[src/rtl/apb_bridge_pkg.sv]
// Shared types for the AHB-to-APB bridge controller: FSM state encoding and
// the request record carried from the AHB slave stage to the APB master side.
// Request field widths cap the controller's ADDR_W / DATA_W at 32 bits.
package apb_bridge_pkg;

  localparam int REQ_ADDR_W = 32;
  localparam int REQ_DATA_W = 32;

  typedef enum logic [1:0] {
    IDLE   = 2'd0,
    SETUP  = 2'd1,
    ACCESS = 2'd2
  } apb_state_e;

  typedef struct packed {
    logic [REQ_ADDR_W-1:0] addr;
    logic [REQ_DATA_W-1:0] wdata;
    logic                  write;
  } apb_req_t;

endpackage

[src/rtl/apb_req_buffer.sv]
// One-entry holding register for a request accepted while a transfer is
// already in progress. push and pop never coincide because upstream is
// stalled whenever the entry is occupied.
module apb_req_buffer
  import apb_bridge_pkg::*;
(
  input  logic     clk,
  input  logic     rst_n,
  input  logic     push,
  input  logic     pop,
  input  apb_req_t push_data,
  output logic     full,
  output apb_req_t data
);

  logic     full_q;
  apb_req_t data_q;

  // occupancy flag and stored request
  always_ff @(posedge clk or negedge rst_n) begin
    if (!rst_n) begin
      full_q <= 1'b0;
      data_q <= '0;
    end else begin
      if (push) begin
        data_q <= push_data;
        full_q <= 1'b1;
      end else if (pop) begin
        full_q <= 1'b0;
      end
    end
  end

  assign full = full_q;
  assign data = data_q;

endmodule

[src/rtl/apb_controller.sv]
// APB master side of the AHB-to-APB bridge.
//
//   state  | meaning
//   IDLE   | no transfer; PSEL=0, PENABLE=0
//   SETUP  | first APB phase, one cycle; PSEL=1, PENABLE=0
//   ACCESS | second APB phase, held until PREADY; PSEL=1, PENABLE=1
//
// Optional feature macro: APB_TIMEOUT_EN. When defined, an ACCESS phase that
// lasts TIMEOUT cycles without PREADY is abandoned and ERR pulses; when not
// defined, ACCESS waits for PREADY indefinitely and ERR is tied low.
module apb_controller
  import apb_bridge_pkg::*;
#(
  parameter int ADDR_W  = 32,
  parameter int DATA_W  = 32,
  parameter int TIMEOUT = 16
) (
  input  logic              HCLK,
  input  logic              HRESETn,
  input  logic              VALID,
  input  logic [ADDR_W-1:0] HADDR_TEMP,
  input  logic [DATA_W-1:0] HWDATA_TEMP,
  input  logic              HWRITE_TEMP,
  output logic              HREADY_OUT,
  output logic              PSEL,
  output logic              PENABLE,
  output logic              PWRITE,
  output logic [ADDR_W-1:0] PADDR,
  output logic [DATA_W-1:0] PWDATA,
  input  logic              PREADY,
  input  logic [DATA_W-1:0] PRDATA,
  output logic [DATA_W-1:0] HRDATA,
  output logic              RDATA_VALID,
  output logic              ERR
);

  apb_state_e        state_q, state_d;
  apb_req_t          in_req, buf_data, next_req, cur_req_q;
  logic              buf_full;
  logic              accept;
  logic              push, pop, load, sel_pending;
  logic              complete, done;
  logic              rd_complete;
  logic [DATA_W-1:0] hrdata_q;
  logic              rdata_valid_q;

  assign in_req.addr  = REQ_ADDR_W'(HADDR_TEMP);
  assign in_req.wdata = REQ_DATA_W'(HWDATA_TEMP);
  assign in_req.write = HWRITE_TEMP;

  // Upstream stall comes straight off the buffer's full flop, so there is
  // no combinational path from any input to HREADY_OUT.
  assign HREADY_OUT = ~buf_full;
  assign accept     = VALID & HREADY_OUT;

  assign complete    = (state_q == ACCESS) & PREADY;
  assign rd_complete = complete & ~cur_req_q.write;

`ifdef APB_TIMEOUT_EN
  localparam int CNT_W = (TIMEOUT > 1) ? $clog2(TIMEOUT) : 1;

  logic [CNT_W-1:0] cnt_q;
  logic             timeout;
  logic             err_q;

  // Down-counter loaded on the SETUP cycle; reaching zero in ACCESS without
  // PREADY means TIMEOUT ACCESS cycles have elapsed.
  assign timeout = (state_q == ACCESS) & ~PREADY & (cnt_q == '0);
  assign done    = complete | timeout;

  // ACCESS cycle budget
  always_ff @(posedge HCLK or negedge HRESETn) begin
    if (!HRESETn) begin
      cnt_q <= '0;
    end else if (state_q == SETUP) begin
      cnt_q <= CNT_W'(TIMEOUT - 1);
    end else if ((state_q == ACCESS) && (cnt_q != '0)) begin
      cnt_q <= cnt_q - 1'b1;
    end
  end

  // one-cycle error pulse following an abandoned transfer
  always_ff @(posedge HCLK or negedge HRESETn) begin
    if (!HRESETn) begin
      err_q <= 1'b0;
    end else begin
      err_q <= timeout;
    end
  end

  assign ERR = err_q;
`else
  assign done = complete;
  assign ERR  = 1'b0;
`endif

  // state register
  always_ff @(posedge HCLK or negedge HRESETn) begin
    if (!HRESETn) begin
      state_q <= IDLE;
    end else begin
      state_q <= state_d;
    end
  end

  // next state, buffer control and SETUP load selection
  always_comb begin
    state_d     = state_q;
    push        = 1'b0;
    pop         = 1'b0;
    load        = 1'b0;
    sel_pending = 1'b0;
    case (state_q)
      IDLE: begin
        if (accept) begin
          state_d = SETUP;
          load    = 1'b1;
        end
      end
      SETUP: begin
        state_d = ACCESS;
        push    = accept;
      end
      ACCESS: begin
        if (done) begin
          // A full buffer stalls upstream, so accept is low whenever the
          // pending entry is taken here.
          if (buf_full) begin
            state_d     = SETUP;
            pop         = 1'b1;
            load        = 1'b1;
            sel_pending = 1'b1;
          end else if (accept) begin
            state_d = SETUP;
            load    = 1'b1;
          end else begin
            state_d = IDLE;
          end
        end else begin
          push = accept;
        end
      end
      default: state_d = IDLE;
    endcase
  end

  assign next_req = sel_pending ? buf_data : in_req;

  // transfer address/data/direction, held stable from SETUP to completion
  always_ff @(posedge HCLK or negedge HRESETn) begin
    if (!HRESETn) begin
      cur_req_q <= '0;
    end else if (load) begin
      cur_req_q <= next_req;
    end
  end

  // read data capture and its one-cycle valid pulse
  always_ff @(posedge HCLK or negedge HRESETn) begin
    if (!HRESETn) begin
      hrdata_q      <= '0;
      rdata_valid_q <= 1'b0;
    end else begin
      rdata_valid_q <= rd_complete;
      if (rd_complete) begin
        hrdata_q <= PRDATA;
      end
    end
  end

  apb_req_buffer u_req_buffer (
    .clk       (HCLK),
    .rst_n     (HRESETn),
    .push      (push),
    .pop       (pop),
    .push_data (in_req),
    .full      (buf_full),
    .data      (buf_data)
  );

  assign PSEL        = (state_q != IDLE);
  assign PENABLE     = (state_q == ACCESS);
  assign PWRITE      = cur_req_q.write;
  assign PADDR       = ADDR_W'(cur_req_q.addr);
  assign PWDATA      = DATA_W'(cur_req_q.wdata);
  assign HRDATA      = hrdata_q;
  assign RDATA_VALID = rdata_valid_q;

endmodule

[config.mk]
export PLATFORM = sky130hd
export DESIGN_NAME = apb_controller
export DESIGN_NICKNAME = d
export VERILOG_FILES = /design/src/rtl/apb_bridge_pkg.sv /design/src/rtl/apb_req_buffer.sv /design/src/rtl/apb_controller.sv
export SDC_FILE = /design/constraint.sdc
export NUM_CORES = 1
export LEC_CHECK = 0
export ABC_CLOCK_PERIOD_IN_PS = 2500
export CORE_UTILIZATION = 47
export CTS_CLUSTER_DIAMETER = 40
export DETAILED_ROUTE_END_ITERATION = 6
export PLACE_DENSITY = 0.79
export SLEW_MARGIN = 15
export SYNTH_ARGS = -nofsm -noshare
export SYNTH_HDL_FRONTEND = slang
export SYNTH_SLANG_ARGS = --single-unit
[constraint.sdc]
create_clock -name HCLK -period 2.5 [get_ports HCLK]
set_clock_uncertainty 0.15 [all_clocks]
set_input_delay 0.5 -clock HCLK [delete_from_list [all_inputs] [get_ports HCLK]]
set_output_delay 0.5 -clock HCLK [all_outputs]
set_load 0.05 [all_outputs]
# After elaboration in Yosys (flattened, before gate mapping)
# Index checks and enable logic that the tools add are counted.
# totals
reg_bits,166
latch_bits,0
ramBits,0
rom_bits,0
inputBits,101
output_inout_bits,102
elab_cells,40
mem_count,0
# classes
addsub,0
n_mul,0
div_mod_pow,0
order_cmp,0
eq_ne,4
shifts,0
n_mux,17
n_bitwise,5
n_reduce_logical,4
# op_table
op,n
$mux 65,1
$mux 1,11
$pmux 2 s3,1
$mux 2,2
$pmux 1 s2,2
$reduce_bool 2->1,2
$and 1x1->1,3
$eq 2x1->1 const B,1
$eq 2x2->1 const B,1
$logic_not 2->1,1
$ne 2x1->1 const B,1
$ne 2x2->1 const B,1
$not 1->1,2
$reduce_and 2->1,1

# Depth between registers and ports, before layout
# Gate-level depths: netlist (run 1).
# depth
ltp_word,6
ltp_mapped,7
mapped_depth_nobuf,5

# Cells and area by module
# From an unflattened synthesis (run 1), not the netlist that was laid out.
# unflattened
cells_unflattened,525
area_unflattened_um2,7023.0
# modules_own_cells
mod,instances,cells_each,area_per_inst_um2
apb_controller,1,385,4415.5
apb_req_buffer,1,140,2607.5

# Worst setup path before layout (run 1)
# No wires, ideal clock.
# synth_path
path_type,register to register
from,register state_q[0]
to,"register u_req_buffer.data_q, in the netlist u_req_buffer.data[10]"
setup_time_ns,0.125
arrival_ns,2.036
path_slack_ns,0.188
path_stages_with_launch,8
n_path_buf,2
period_less_slack_ns,2.312
cell_sequence,dfrtp_1 > inv_1 > ha_1 > nor2b_2 > o2111ai_2 > buf_6 > buf_6 > mux2_4
# synth_via
elab_chain_cells,4
word_cells_on_any_way,5
classes_between,2 x eq/ne; 2 x mux; 1 x bitwise
# synth_rtl
item,line,source
from (decl),apb_controller.sv:37,"apb_state_e state_q, state_d;"
from (signal assigned),apb_controller.sv:102,state_q <= state_d;
$eq 2x2->1 *,-,
via PENABLE,apb_controller.sv:26,"output logic PENABLE,"
$and 1x1->1,apb_controller.sv:56,assign complete = (state_q == ACCESS) & PREADY;
$mux 1,apb_controller.sv:125,if (done) begin
$pmux 1 s2 *,apb_controller.sv:113,case (state_q)
to (signal assigned),apb_req_buffer.sv:26,data_q <= push_data;
to (decl),apb_req_buffer.sv:17,apb_req_t data_q;
# The timed path passes the listed nets; every way through them passes the cells marked *.
# A chain may end at the register's enable or synchronous reset.

# Worst setup path in the final report (run 1)
# layout_path
from,"register cur_req_q, in the netlist PWRITE"
to,output PWRITE
# layout_lines
item,line,source
from (decl),apb_controller.sv:38,"apb_req_t in_req, buf_data, next_req, cur_req_q;"
from (signal assigned),apb_controller.sv:154,cur_req_q <= next_req;
to (decl),apb_controller.sv:27,"output logic PWRITE,"
# No word-level cell between the ends.

==> out/metrics.cfg, run 1 <==
[die]
start_util_pct = 48.9
ios = 203
dieHeight_um = 123
dieArea_um2 = 15200
rows = 43
core_um2 = 14100
die_x_um = 123

[yosys]
synthCells = 523
syn-num-nets = 629
synth_compound_area_share_pct = 13.6
seq_area_frac_synth_pct = 60.0
synth-xor-area-share_pct = 0
synth.top_cell.area_share_pct = 60.0
synth_area_um2 = 6930
synth_top_family_by_area = multiplexers
yosys-mux-area-fraction_pct = 18.2
synth.distinct_cells = 21
post_synth_and_or_nand_nor_area_fraction_pct = 0.632
avgSynthCellArea_um2 = 13.2
synth-seq-cells = 166
synth_area_leaders = dfrtp_1, mux2_2, mux2_4
yosys.area.top_type = dfrtp_1
yosys_warnings = 0
yosys.area_share.adder_pct = 0.903

[critical_path]
crit_path_end_kind = output port
crit_type = reg -> out
worstPathCellList = clkdlybuf4s50_1
worst_setup_path_start_kind = flop
max_stage_delay_ns = 0.83
crit_family = buffers and inverters
cp.arrival_ns = 1.65
critPathBufInv = 1
worst-path-max-fanout = 3
worstPathRequired_ns = 1.85
crit_slowest_cell = clkdlybuf4s50_1

[cts]
clockBufferDepth = 2
numCtsBuffers = 17
htreeDepth = 4
cts_tree = yes
clk-insertion-delay-late_ns = 0.41
path_clk_slew_ns = 0.06
cts_root_buf = clkbuf_16
clock-sinks = 166

[grt]
grt_max_degree = 56
grt_pass1_vias = 5132
grt_pass1_wl_mm = 25.8
antenna_found_initial = 0
grt_use_total_pct = 22.4
grt-ovfl-total = 0

[sta]
slew_headroom_pct = 61.8
max_freq_mhz = 435
min_period_ns = 2.30
setup_violations = 0
finalSetupTns_ns = 0
setup_ws_ns = 0.199
rsz0062_at_grt = false
slew_viol_final = 0
hold_violations = 0
period_share_pct = 92.0
tightest_slew_ns = 0.571

[placement]
dpl_cell_area_um2 = 9200
io_buffer_count = 201
post-dp-hpwl_mm = 11.2
gp_congestion = 0.732
pre_cts_slack_ns = 0.197

[drt]
wl_mm = 16.7
drcViolationCount = 0
dr.first_iter.drc_count = 217
wire_per_inst_um = 18.2
drtPass1Iterations = 5
vias = 4938
via_per_inst = 5.39
ant_nets = 0

[hold_path]
min_path_type = reg -> reg

[power]
peakVddDrop_v = 0.000745
p_leak_nw = 4.48
powerDensity_nw_per_um2 = 1510

[final_layout]
diodes = 0
final_common_cell = clkdlybuf4s50_1
seq_area_um2 = 4150
multi_input_area_um2 = 2340
design_area_um2 = 9820
syn2layout_area_growth_pct = 41.8
layout-drive-gt1-share_pct = 21.6
n_fill_cell = 971
final_cell_mix = clkdlybuf4s50_1, dfrtp_1, inv_1, a21oi_1, o32ai_1
nNetsFinal = 829

[outcome]
status = finished clean

[run]
cap_violations = 0

worst reg2reg max path, stage by stage (launching register included):
cell	delay (ns)
dfrtp_1	0.41
inv_1	0.09
ha_1	0.31
nor2b_2	0.22
o2111ai_4	0.26
buf_12	0.30
mux2_2	0.40
layer usage:
layer / GRT usage (%) / vias to the layer above / routed length [um] / part of all wire, %
met1: 27.5 / 2455 / 7020 / 42
met4: 7.98 / 0 / 258 / 1.5
li1: - / 2274 / - / -
met2: 38.2 / 187 / 8250 / 49
met3: 5.67 / 22 / 1170 / 7.0
met5: 0 / - / 0 / 0
power breakdown:
part / internal (mW) / leakage [nW] / switching (mW)
Sequential: 3.98 / 1.92 / 0.728
Clock: 1.61 / 0.297 / 1.09
Combinational: 2.93 / 2.26 / 4.50
synth_stat cells (all sizes together):
cell	count
clkbuf	18
nand2	3
o2111ai	1
nor2b	1
nand2b	2
buf	21
o21ai	1
inv	69
dfrtp	166
nor2	1
a21oi	68
ha	5
mux2	99
conb	1
nand3	1
a2bb2o	1
o32ai	65
cell type report:
cell class,instances,area share [%]
Clock buffer,18,4.47
Timing Repair Buffer,220,22.7
Inverter,69,2.64
Tap cell,180,2.29
Sequential cell,166,42.3
Multi-Input combinational cell,249,23.8
Clock inverter,14,1.80
cells by family (layout without fill, tap and decap cells):
family	after synthesis	in the layout
compound gates	136	136
buf+inv	108	321
other cells	1	1
flops	166	166
mux	99	99
simple gates	8	8
fa+ha+maj	5	5
worst paths after layout:
path                            start                     to  slack, ns  depth (start not counted)
setup reg to reg           state_q[0]  u_req_buffer.data[46]       0.26                          6
hold / removal             HRDATA[14]             HRDATA[14]       0.36                          1
setup / recovery               PWRITE                 PWRITE       0.20                          1
max in group asynchronous     HRESETn             PWDATA[10]       1.06                          3
min in group asynchronous     HRESETn             HRDATA[28]       0.44                          2
hold reg to reg            HRDATA[14]             HRDATA[14]       0.36                          1
per-stage QoR:
stage	std cells	power, mW	hold slack, ns	utilization (%)
final	916	14.8	0.355	69.4
after global routing	916	15.6	0.373	69.4
after CTS	916	14.9	0.358	69.4
after detailed placement	883	12.2	0.346	65.0
after global placement	883	12.0	0.337	65.0
after floorplan	523	9.68	0.0544	-
what timing repair did:
item,CTS,global route
buffers inserted,0,0
hold buffers,1,0
hold endpoints to repair,49,0
setup endpoints to repair,1,0
resized for setup,1,0
registers in the layout (all words and copies together) (netlist names):
name               flops
PWDATA                32
HRDATA                32
u_req_buffer.data     65
u_req_buffer.full      1
RDATA_VALID            1
PWRITE                 1
state_q                2
PADDR                 32
(Power assumes the default switching activity.)
==> run 2, diff against run 1 <==
ABC_AREA = 1   (was default)
CORE_UTILIZATION = 49   (was 47)
PLACE_DENSITY = 0.8   (was 0.79)
==> run 2 against run 1 <==
Net effect: count of clock-buffer cells in the layout grew 1; register-to-register slack gained 0.20 ns; combinational power grew 1%; highest routed layer unchanged; sequential share of layout area shrank 2.7 points; critical endpoint is now PENABLE.
==> out/metrics.cfg, run 2 <==
[critical_path]
worstPathRequired_ns = 1.85  ; about the same
crit_type = reg -> out  ; unchanged
crit_slowest_cell = dfrtp_1  ; was clkdlybuf4s50_1
max_stage_delay_ns = 0.43  ; was 0.83 ns
crit_path_end_kind = output port  ; unchanged
worst-path-max-fanout = 18  ; was 3
cp.arrival_ns = 1.72  ; was 1.65 ns
worst_setup_path_start_kind = flop  ; unchanged
worstPathCellList = inv_1 > ha_2 > buf_4 > buf_12  ; was clkdlybuf4s50_1

[sta]
tightest_slew_ns = 0.553  ; was 0.571 ns
hold_violations = 0  ; unchanged
finalSetupTns_ns = 0  ; unchanged
slew_headroom_pct = 63.0  ; was 61.8%
setup_violations = 0  ; unchanged
min_period_ns = 2.37  ; was 2.30 ns
period_share_pct = 94.9  ; was 92.0%
rsz0062_at_grt = false  ; unchanged
max_freq_mhz = 422  ; was 435 MHz
slew_viol_final = 0  ; unchanged

[cts]
clockBufferDepth = 2  ; unchanged
cts_resized = 0  ; was 1
clk-insertion-delay-late_ns = 0.43  ; was 0.41 ns
cts_root_buf = clkbuf_16  ; unchanged
htreeDepth = 4  ; unchanged
path_clk_slew_ns = 0.06  ; about the same
cts_tree = yes  ; unchanged
numCtsBuffers = 17  ; unchanged
clock-sinks = 166  ; unchanged

[yosys]
synth.most_common_cell = nand2_1  ; was dfrtp_1
synth-main-ff-cell = dfrtp_1  ; unchanged
avgSynthCellArea_um2 = 7.97  ; was 13.2 um^2
synthCells = 970  ; was 523
synth-seq-cells = 166  ; unchanged
yosys_warnings = 0  ; unchanged
synth-async-reset-ratio_pct = 100  ; unchanged
yosys.area.top_type = dfrtp_1  ; unchanged
synth.top_cell.area_share_pct = 53.7  ; was 60.0%
seq_area_frac_synth_pct = 53.7  ; was 60.0%
synthTopCellsByCount = nand2_1, dfrtp_1, nand3_1  ; was dfrtp_1, inv_1, a21oi_1
synth_area_um2 = 7730  ; was 6930 um^2
synth_edf_count = 0  ; unchanged
synth_area_leaders = dfrtp_1, nand2_1, nand3_1  ; was dfrtp_1, mux2_2, mux2_4
syn-num-nets = 1076  ; was 629
synth.distinct_cells = 20  ; was 21

[die]
dieArea_um2 = 16300  ; was 15200 um^2
ios = 203  ; unchanged
die_x_um = 128  ; was 123 um
rows = 45  ; was 43
start_util_pct = 50.5  ; was 48.9%
core_um2 = 15300  ; was 14100 um^2
dieHeight_um = 128  ; was 123 um

[grt]
antenna_found_initial = 0  ; unchanged
grt_use_total_pct = 27.3  ; was 22.4%
grt-ovfl-total = 0  ; unchanged
grt_pass1_wl_mm = 34.8  ; was 25.8 mm
grt_max_degree = 57  ; was 56
grt_pass1_vias = 7002  ; was 5132

[drt]
drtPass1Iterations = 6  ; was 5
vias = 7281  ; was 4938
drcViolationCount = 0  ; unchanged
wl_mm = 21.2  ; was 16.7 mm
via_per_inst = 5.34  ; was 5.39
wire_per_inst_um = 15.6  ; was 18.2 um
ant_nets = 0  ; unchanged
dr.first_iter.drc_count = 680  ; was 217

[power]
power_mw = 15.0  ; was 14.8 mW
powerDensity_nw_per_um2 = 1430  ; was 1510 nW/um^2
peakVddDrop_v = 0.000830  ; was 0.000745 V
p_leak_nw = 5.38  ; was 4.48 nW

[final_layout]
diodes = 0  ; unchanged
nNetsFinal = 1246  ; was 829
final_cell_mix = nand2_1, clkdlybuf4s50_1, dfrtp_1, nand3_1, nand4_1  ; was clkdlybuf4s50_1, dfrtp_1, inv_1, a21oi_1, o32ai_1
syn2layout_area_growth_pct = 35.8  ; was 41.8%
n_fill_cell = 1255  ; was 971
layout-drive-gt1-share_pct = 6.76  ; was 21.6%
largest_reg_flops = 65  ; unchanged
final_common_cell = nand2_1  ; was clkdlybuf4s50_1

[placement]
post-dp-hpwl_mm = 13.7  ; was 11.2 mm
gp_congestion = 0.802  ; was 0.732
io_buffer_count = 201  ; unchanged

[outcome]
status = finished clean  ; unchanged

[hold_path]
min_path_type = reg -> reg  ; unchanged

[run]
cap_violations = 0  ; unchanged

## run 2: cell count changes in the layout (fill, tap and decap cells not counted), sizes merged, moves of 2 or more
| cell | previous run | this run |
|---|---|---|
| o32ai | 65 | 0 |
| nand2 | 3 | 502 |
| a21oi | 68 | 1 |
| nand3 | 1 | 132 |
| mux2 | 99 | 0 |
| nand2b | 2 | 0 |
| clkinv | 7 | 4 |
| bufinv | 3 | 6 |
| nor2 | 1 | 4 |
| buf | 21 | 34 |
| inv | 71 | 12 |
| nand4 | 0 | 65 |
## run 2: logic make-up (layout without fill, tap and decap cells)
kind of cell             after synthesis  in the layout  synth area share, %
AND/OR/NAND/NOR                      704            704                 38.6
buffers and inverters                 91            274                 6.61
AO/OA/AOI/OAI                          3              3                0.227
adder cells (fa/ha/maj)                5              5                0.809
flip-flops                           166            166                 53.7
other                                  1              1               0.0485
## run 2: worst max-delay path: cells and delay by family (launching register included)
family / cells / cell delay, ns
buf+inv: 3 / 0.58
fa+ha+maj: 1 / 0.27
flops: 1 / 0.43
## run 2: power breakdown
group | switching, mW | internal (mW)
sequential | 0.659 | 3.90
combinational | 5.16 | 2.36
clock | 1.07 | 1.87
## run 2: per-layer routing
metal	GRT usage [%]	up-vias	wire length, um
li1	-	3465	-
met1	35.0	3445	8850
met2	45.5	345	10300
met3	6.32	26	1800
met4	9.41	0	295
met5	0	-	0
## run 2: cell type report
cell class                      count  area [um^2]  share of cell area [%]
Multi-Input combinational cell    713         3090                    29.5
Clock inverter                     13          228                    2.17
Timing Repair Buffer              231         2280                    21.7
Inverter                           11         43.8                   0.417
Tap cell                          211          264                    2.52
Clock buffer                       19          433                    4.13
Sequential cell                   166         4160                    39.6
## run 2: through the flow
stage | hold slack [ns] | util [%] | cells | worst slack, ns | cell area [um^2]
after floorplan | 0.0544 | - | 970 | 0.396 | 7730
after global placement | 0.303 | 64.1 | 1331 | 0.472 | 9820
after detailed placement | 0.308 | 64.1 | 1331 | 0.407 | 9820
after CTS | 0.324 | 68.5 | 1364 | 0.119 | 10500
after global routing | 0.339 | 68.5 | 1364 | 0.0642 | 10500
final | 0.320 | 68.5 | 1364 | 0.128 | 10500
## run 2: timing repair
action,4_1_cts,5_1_grt
setup buffers,0,0
hold endpoints to repair,47,0
hold buffers,1,0
endpoints found under the setup margin,0,0
## run 2: final timing paths
kind | start | endpoint | slack [ns] | cells past startpoint
min in group asynchronous | HRESETn | PADDR[11] | 0.44 | 2
setup reg to reg | state_q[0] | u_req_buffer.data[48] | 0.46 | 9
hold / removal | u_req_buffer.data[33] | u_req_buffer.data[33] | 0.32 | 2
setup / recovery | state_q[0] | PENABLE | 0.13 | 4
hold reg to reg | u_req_buffer.data[33] | u_req_buffer.data[33] | 0.32 | 2
max in group asynchronous | HRESETn | PWDATA[12] | 1.09 | 3
